`config.mk`:
```
export PLATFORM = sky130hd
export DESIGN_NAME = mem_port_arbiter_flat
export DESIGN_NICKNAME = d
export VERILOG_FILES = /design/src/rtl/mem_port_arbiter_if.sv /design/src/rtl/mem_port_arbiter.sv /design/src/flat_wrapper.sv
export SDC_FILE = /design/constraint.sdc
export NUM_CORES = 1
export LEC_CHECK = 0
export BUFFER_PORTS_ARGS = -buffer_cell sky130_fd_sc_hd__buf_4
export CORE_ASPECT_RATIO = 2
export CORE_MARGIN = 1
export CORE_UTILIZATION = 47
export CTS_CLUSTER_DIAMETER = 150
export DETAILED_ROUTE_END_ITERATION = 6
export PLACE_DENSITY = 0.79
export SLEW_MARGIN = 20
export SYNTH_ARGS = -nofsm -noshare
export SYNTH_HDL_FRONTEND = slang
export SYNTH_SLANG_ARGS = --single-unit
```
`constraint.sdc`:
```
create_clock -name clk -period 1.7 [get_ports clk]
set_clock_uncertainty 0.15 [all_clocks]
set_input_delay 0.17 -clock clk [delete_from_list [all_inputs] [get_ports clk]]
set_output_delay 0.17 -clock clk [all_outputs]
set_load 0.01 [all_outputs]
```
`src/rtl/mem_port_arbiter_if.sv`:
```
// Handshake and memory bus shared by the fetch requester, the data requester,
// the single-port memory and mem_port_arbiter.
interface mem_port_arbiter_if #(
  parameter int AW = 12,
  parameter int DW = 16
);
  logic          f_req;
  logic [AW-1:0] f_addr;
  logic          f_ack;
  logic [DW-1:0] f_rdata;

  logic          d_req;
  logic          d_we;
  logic [AW-1:0] d_addr;
  logic [DW-1:0] d_wdata;
  logic          d_ack;
  logic [DW-1:0] d_rdata;

  logic [AW-1:0] m_addr;
  logic [DW-1:0] m_wdata;
  logic          m_read;
  logic          m_write;
  logic [DW-1:0] m_rdata;

  logic          busy;

  // Arbiter view.
  modport slave (
    input  f_req, f_addr, d_req, d_we, d_addr, d_wdata, m_rdata,
    output f_ack, f_rdata, d_ack, d_rdata, m_addr, m_wdata, m_read, m_write, busy
  );

  // Environment view: both requesters plus the memory.
  modport master (
    output f_req, f_addr, d_req, d_we, d_addr, d_wdata, m_rdata,
    input  f_ack, f_rdata, d_ack, d_rdata, m_addr, m_wdata, m_read, m_write, busy
  );
endinterface

```
`src/rtl/mem_port_arbiter.sv`:
```
// Round-robin arbiter sharing one single-port memory between instruction fetch (F)
// and load/store (D); each access holds its strobe MEM_LAT cycles, then acks for one.
module mem_port_arbiter #(
  parameter int AW      = 12,
  parameter int DW      = 16,
  parameter int MEM_LAT = 2
) (
  input  logic               clk,
  input  logic               rst,
  mem_port_arbiter_if.slave  bus
);

  typedef enum logic [1:0] {IDLE, ACCESS, RESP} state_t;

  localparam logic [2:0] CNT_INIT = 3'(MEM_LAT - 1);

  state_t        state_q,   state_d;
  logic [2:0]    cnt_q,     cnt_d;
  logic          last_d_q,  last_d_d;   // 1: D was the last completed grant
  logic          gnt_d_q,   gnt_d_d;    // 1: current access belongs to D
  logic [AW-1:0] m_addr_q,  m_addr_d;
  logic [DW-1:0] m_wdata_q, m_wdata_d;
  logic          m_read_q,  m_read_d;
  logic          m_write_q, m_write_d;
  logic          f_ack_q,   f_ack_d;
  logic          d_ack_q,   d_ack_d;
  logic [DW-1:0] f_rdata_q, f_rdata_d;
  logic [DW-1:0] d_rdata_q, d_rdata_d;
  logic          busy_q,    busy_d;
  logic          pick_d;

  always_comb begin
    state_d   = state_q;
    cnt_d     = cnt_q;
    last_d_d  = last_d_q;
    gnt_d_d   = gnt_d_q;
    m_addr_d  = m_addr_q;
    m_wdata_d = m_wdata_q;
    m_read_d  = m_read_q;
    m_write_d = m_write_q;
    f_ack_d   = 1'b0;
    d_ack_d   = 1'b0;
    f_rdata_d = f_rdata_q;
    d_rdata_d = d_rdata_q;
    pick_d    = 1'b0;

    unique case (state_q)
      IDLE: begin
        if (bus.f_req || bus.d_req) begin
          // On a tie the requester that did not win last time goes first.
          pick_d    = (bus.f_req && bus.d_req) ? !last_d_q : bus.d_req;
          gnt_d_d   = pick_d;
          m_addr_d  = pick_d ? bus.d_addr : bus.f_addr;
          if (pick_d) m_wdata_d = bus.d_wdata;
          m_read_d  = !(pick_d && bus.d_we);
          m_write_d = pick_d && bus.d_we;
          cnt_d     = CNT_INIT;
          state_d   = ACCESS;
        end
      end
      ACCESS: begin
        if (cnt_q != 3'd0) begin
          cnt_d = cnt_q - 3'd1;
        end else begin
          if (!gnt_d_q)        f_rdata_d = bus.m_rdata;
          else if (!m_write_q) d_rdata_d = bus.m_rdata;
          m_read_d  = 1'b0;
          m_write_d = 1'b0;
          f_ack_d   = !gnt_d_q;
          d_ack_d   = gnt_d_q;
          last_d_d  = gnt_d_q;
          state_d   = RESP;
        end
      end
      RESP:    state_d = IDLE;
      default: state_d = IDLE;
    endcase

    busy_d = (state_d != IDLE);
  end

  always_ff @(posedge clk) begin
    if (rst) begin
      state_q   <= IDLE;
      cnt_q     <= '0;
      last_d_q  <= 1'b1;
      gnt_d_q   <= 1'b0;
      m_addr_q  <= '0;
      m_wdata_q <= '0;
      m_read_q  <= 1'b0;
      m_write_q <= 1'b0;
      f_ack_q   <= 1'b0;
      d_ack_q   <= 1'b0;
      f_rdata_q <= '0;
      d_rdata_q <= '0;
      busy_q    <= 1'b0;
    end else begin
      state_q   <= state_d;
      cnt_q     <= cnt_d;
      last_d_q  <= last_d_d;
      gnt_d_q   <= gnt_d_d;
      m_addr_q  <= m_addr_d;
      m_wdata_q <= m_wdata_d;
      m_read_q  <= m_read_d;
      m_write_q <= m_write_d;
      f_ack_q   <= f_ack_d;
      d_ack_q   <= d_ack_d;
      f_rdata_q <= f_rdata_d;
      d_rdata_q <= d_rdata_d;
      busy_q    <= busy_d;
    end
  end

  assign bus.m_addr  = m_addr_q;
  assign bus.m_wdata = m_wdata_q;
  assign bus.m_read  = m_read_q;
  assign bus.m_write = m_write_q;
  assign bus.f_ack   = f_ack_q;
  assign bus.d_ack   = d_ack_q;
  assign bus.f_rdata = f_rdata_q;
  assign bus.d_rdata = d_rdata_q;
  assign bus.busy    = busy_q;

endmodule

```
`src/flat_wrapper.sv`:
```
// flat-port wrapper written by rule: the top's interface ports become plain ports
module mem_port_arbiter_flat 
#(
  parameter int AW      = 12,
  parameter int DW      = 16,
  parameter int MEM_LAT = 2
)
  (clk, rst, bus_f_req, bus_f_addr, bus_d_req, bus_d_we, bus_d_addr, bus_d_wdata, bus_m_rdata, bus_f_ack, bus_f_rdata, bus_d_ack, bus_d_rdata, bus_m_addr, bus_m_wdata, bus_m_read, bus_m_write, bus_busy);
  mem_port_arbiter_if #(.AW(AW), .DW(DW)) bus_i ();
  input  logic clk;
  input  logic rst;
  input wire logic [$bits(bus_i.f_req)-1:0] bus_f_req;
  input wire logic [$bits(bus_i.f_addr)-1:0] bus_f_addr;
  input wire logic [$bits(bus_i.d_req)-1:0] bus_d_req;
  input wire logic [$bits(bus_i.d_we)-1:0] bus_d_we;
  input wire logic [$bits(bus_i.d_addr)-1:0] bus_d_addr;
  input wire logic [$bits(bus_i.d_wdata)-1:0] bus_d_wdata;
  input wire logic [$bits(bus_i.m_rdata)-1:0] bus_m_rdata;
  output wire logic [$bits(bus_i.f_ack)-1:0] bus_f_ack;
  output wire logic [$bits(bus_i.f_rdata)-1:0] bus_f_rdata;
  output wire logic [$bits(bus_i.d_ack)-1:0] bus_d_ack;
  output wire logic [$bits(bus_i.d_rdata)-1:0] bus_d_rdata;
  output wire logic [$bits(bus_i.m_addr)-1:0] bus_m_addr;
  output wire logic [$bits(bus_i.m_wdata)-1:0] bus_m_wdata;
  output wire logic [$bits(bus_i.m_read)-1:0] bus_m_read;
  output wire logic [$bits(bus_i.m_write)-1:0] bus_m_write;
  output wire logic [$bits(bus_i.busy)-1:0] bus_busy;
  assign bus_i.f_req = bus_f_req;
  assign bus_i.f_addr = bus_f_addr;
  assign bus_i.d_req = bus_d_req;
  assign bus_i.d_we = bus_d_we;
  assign bus_i.d_addr = bus_d_addr;
  assign bus_i.d_wdata = bus_d_wdata;
  assign bus_i.m_rdata = bus_m_rdata;
  assign bus_f_ack = bus_i.f_ack;
  assign bus_f_rdata = bus_i.f_rdata;
  assign bus_d_ack = bus_i.d_ack;
  assign bus_d_rdata = bus_i.d_rdata;
  assign bus_m_addr = bus_i.m_addr;
  assign bus_m_wdata = bus_i.m_wdata;
  assign bus_m_read = bus_i.m_read;
  assign bus_m_write = bus_i.m_write;
  assign bus_busy = bus_i.busy;
  mem_port_arbiter #(.AW(AW), .DW(DW), .MEM_LAT(MEM_LAT)) u_core (.clk(clk), .rst(rst), .bus(bus_i));
endmodule
```
# == Yosys cells after proc, flatten, opt, wreduce, memory -nomap -nowiden ==
# Cells that the tools add are included.
# op_classes
n_reduce_logical,18
n_bitwise,4
n_addsub,1
eq_ne,4
muxes,13
# op_table
cell,count
$mux W12,1
$reduce_and A3 Y1,4
$mux W3,2
$pmux W3 S2,1
$mux W1,4
$mux W2,2
$ne A2 B1 Y1 const B,2
$not A1 Y1,4
$pmux W1 S2,2
$pmux W2 S2,1
$reduce_and A2 Y1,2
$reduce_and A4 Y1,1
$reduce_bool A2 Y1,2
$logic_not A1 Y1,3
$reduce_bool A3 Y1,1
$reduce_or A3 Y1,1
$sub A3 B1 Y3 const B,1
$eq A2 B1 Y1 const B,1
$logic_and A1 B1 Y1,2
$logic_not A2 Y1,1
$ne A2 B2 Y1 const B,1
$logic_or A1 B1 Y1,1
# word_totals
elab_cells,53
reg_bits,72
output_inout_bits,65

# == Longest topological paths before layout ==
# depth
ltp_word,6
depth_mapped,7
depth_no_buf,5

# == Worst setup path after synthesis ==
# OpenSTA, ideal clock, no wires.
# synth_timing
path_type,register -> register
startpoint,reg u_core.cnt_q[0]
endpoint,reg u_core.f_rdata_q[14] (netlist: u_core.bus.f_rdata[14])
setup_ps,116
stages_incl_launch_ff,7
path_buffers,1
t_required_ps,1434
period_less_slack_ps,1529
arrival_time_ps,1263
path_slack_ps,171
cell_sequence,dfxtp_1 -> inv_1 -> ha_1 -> and4bb_2 -> nand2b_1 -> buf_4 -> a31o_2
# synth_via
elab_chain_len,3
# synth_rtl
item,line,text
"start, declared",mem_port_arbiter.sv:18,"logic [2:0] cnt_q, cnt_d;"
"start signal, assigned",mem_port_arbiter.sv:99,cnt_q <= cnt_d;
$reduce_bool A3 Y1,mem_port_arbiter.sv:62,if (cnt_q != 3'd0) begin
$not A1 Y1 (no source line),-,
$reduce_and A3 Y1 (no source line),-,
"end signal, assigned",mem_port_arbiter.sv:108,f_rdata_q <= f_rdata_d;
"end, declared",mem_port_arbiter.sv:27,"logic [DW-1:0] f_rdata_q, f_rdata_d;"
# No other way between the ends.
# A chain may end at the register's enable or synchronous reset.

# == Worst setup path in the final report ==
# layout_timing
startpoint,reg u_core.cnt_q[1]
endpoint,reg u_core.f_rdata_q[9] (netlist: u_core.bus.f_rdata[9])
# Same word-level chain as after synthesis.

==> impl_metrics.json <==
{
  "synth_area_leaders": "dfxtp_1 (50%), mux2i_1 (10%), nand2_1 (9.1%)",
  "status": "finished with violations",
  "worstPathArrival_ns": 1.73,
  "synth_compound_area_share_pct": 16.1,
  "synth_area_leader_cell": "dfxtp_1",
  "placed_area_um2": 3940,
  "coreArea_um2": 5960,
  "cp_max_fo": 8,
  "dp_cells": 495,
  "ys.flop_type": "dfxtp_1",
  "ir_drop_mv": 0.864,
  "critPathLaunchType": "flip-flop",
  "dp_hpwl_mm": 5.41,
  "synth_top_family_by_area": "simple AND/OR/NAND/NOR gates",
  "grt_antenna_before_repair": 0,
  "syn_area_per_cell_um2": 9.01,
  "p_clk_share_pct": 39.4,
  "die_x_um": 57.5,
  "drc": 9,
  "r2r_end": "u_core.bus.f_rdata[9]",
  "fp-row-count": 40,
  "cts_num_sinks": 72,
  "grt_pass1_wl_mm": 14.1,
  "worstSetupPathType": "reg -> reg",
  "seqPwrFrac_pct": 39.7,
  "hold_viol_final": 0,
  "fp.dieArea_um2": 6510,
  "cts_tree": "built",
  "ios": 126,
  "violations": "DRC",
  "avgViaCountPerCell": 5.39,
  "final_nets": 563,
  "grt_pass1_vias": 2991,
  "min_period_ns": 1.62,
  "yosys.area.top_type_share_pct": 49.7,
  "setup.worst_path.end_class": "flip-flop",
  "switching_share_pct": 25.7,
  "insertion_delay_ns": 0.33,
  "grt_max_degree": 32,
  "synth_edf_count": 0,
  "synthSimpleGateAreaFrac_pct": 17.7,
  "ys_seq_area_share_pct": 49.7,
  "synth_nets": 385,
  "max-slew-margin-rel_pct": 71.0,
  "die_y_um": 113,
  "cts_max_path_buffers": 2,
  "wire_per_inst_um": 15.6,
  "worst-slew-pin-transition_ns": 0.424,
  "crit_required_ns": 1.81,
  "io_buffer_count": 125,
  "muxShareOfSynthArea_pct": 10.4,
  "most-common-layout-cells": "buf_4 (133), dfxtp_1 (72), nand2_1 (70), dlygate4sd3_1 (56), a21oi_1 (32)",
  "p_sw_mw": 1.23,
  "syn_inst": 322,
  "ys_warn_count": 0,
  "clkTransAtPathRegs_ns": 0.05,
  "synth-async-reset-ratio_pct": 0,
  "final_area_um2": 4820,
  "p_leak_nw": 2.18,
  "rrSetupSlack_ns": 0.08,
  "cts_root_buf": "clkbuf_16",
  "ant_nets": 0,
  "synthXorXnorAreaFrac_pct": 0,
  "final_cells": 568,
  "setup_violations": 0,
  "synth-adder-area-share_pct": 0.863,
  "post-route-period-util_pct": 95.5,
  "firstDrtPassIters": 6,
  "dr_total_vias": 3059,
  "maxCapViolCount": 0,
  "yosysUniqueCellTypes": 43,
  "rsz0062_at_grt": "no",
  "slew_violations": 0,
  "num_antenna_cells": 0,
  "grt_use_total_pct": 28.0,
  "htreeDepth": 3,
  "hold_path_class": "in -> reg",
  "setup.worst_path.start": "u_core.cnt_q[1]",
  "drive_gt1_share_pct": 32.7,
  "gr-total-overflow": 0,
  "finalWirelength_mm": 8.86,
  "final_common_cell": "buf_4",
  "area_growth_pct": 66.2,
  "pre_cts_ws_ns": 0.0547,
  "reg2regPathDepth": 6,
  "drt-initial-drc-count": 252,
  "power.density_nw_per_um2": 994,
  "numCtsBuffers": 9,
  "fin_setup_tns_ns": 0,
  "finalWorstSetupSlack_ns": 0.0759,
  "p_int_mw": 3.56,
  "ys_ff_latch": 72,
  "gp_congestion": 0.763,
  "comb_power_share_pct": 21.0,
  "crit_end": "u_core.bus.f_rdata[9]",
  "syn-cell-area_um2": 2900,
  "start_util_pct": 48.7,
  "fmax_mhz": 616,
  "r2r-start": "u_core.cnt_q[1]"
}
[critical path, cell delays in order (launching register included)]
cell	delay, ns
dfxtp_1	0.31
inv_1	0.08
ha_2	0.20
nand4bb_1	0.16
buf_6	0.18
nor2_4	0.26
mux2i_1	0.23
[flip-flops by register name, summed over array words and instances, names as in the netlist, 2 cells and up]
name,cells
u_core.bus.d_rdata,16
u_core.bus.m_addr,12
u_core.state_q,2
u_core.bus.f_rdata,16
u_core.cnt_q,3
u_core.bus.m_wdata,16
[kinds of logic after synthesis]
logic type / count (synthesis)
and+or+nand+nor: 111
muxes: 30
AOI/OAI and AO/OA: 75
adders and majority gates: 2
buffers and inverters: 32
DFF: 72
[synth_stat cells, types with 2 or more instances]
| master | count |
|---|---|
| a311oi_1 | 12 |
| o221ai_1 | 2 |
| mux2i_1 | 30 |
| nor3_1 | 2 |
| buf_4 | 2 |
| o21ai_0 | 19 |
| nand2_1 | 70 |
| inv_1 | 3 |
| buf_1 | 2 |
| dfxtp_1 | 72 |
| buf_2 | 13 |
| nor2_1 | 6 |
| nand3_1 | 16 |
| ha_1 | 2 |
| a21oi_1 | 32 |
| clkbuf_1 | 10 |
| nand2b_1 | 3 |
[area by class of cell]
cell class,count,area (um^2)
fillers,373,1130
multi-input cells,218,1320
flip-flops and latches,72,1440
repair buffers,195,1670
clock buffers,13,260
well taps,63,78.8
clock inverters,3,40.0
inverters,4,15.0
[per-stage QoR]
stage / util, % / power, mW / hold WS [ns]
after floorplan: - / 2.37 / 0.168
after global placement: 66.2 / 2.78 / 0.287
after detailed placement: 66.2 / 2.80 / 0.292
after CTS: 80.7 / 4.79 / 0.0150
after global routing: 80.9 / 4.98 / 0.0529
final: 80.9 / 4.79 / 0.0329
[worst min path at each step]
stage	start	to	cells after the start
after floorplan	bus_d_wdata[0]	u_core.bus.m_wdata[0]	2
after global placement	bus_d_wdata[3]	u_core.bus.m_wdata[3]	3
after detailed placement	bus_d_wdata[7]	u_core.bus.m_wdata[7]	3
after CTS	bus_m_rdata[14]	u_core.bus.d_rdata[14]	3
after global routing	rst	u_core.bus.m_wdata[11]	2
final	bus_m_rdata[14]	u_core.bus.d_rdata[14]	3
[layer usage]
metal	vias to the layer above	track usage [%]	part of all wire, %
met5	-	0	0
met4	0	12.7	2.7
met3	21	7.20	5.2
met2	110	49.4	55
met1	1450	30.6	37
li1	1478	-	-
[power by group through the flow]
stage / Combinational [mW] / Clock, mW / Sequential, mW
final: 1.00 / 1.89 / 1.90
after floorplan: 0.404 / 0 / 1.97
after detailed placement: 0.872 / 0 / 1.93
after global placement: 0.850 / 0 / 1.93
after CTS: 0.980 / 1.92 / 1.90
after global routing: 1.08 / 1.99 / 1.91
[repair_timing]
item                       4_1_cts  5_1_grt
gates resized for setup          0        4
buffers inserted                 0        1
setup endpoints to repair        0       10
hold endpoints to repair        58        0
hold buffers                    56        0
Note: power is estimated with default switching activity, not from simulation.
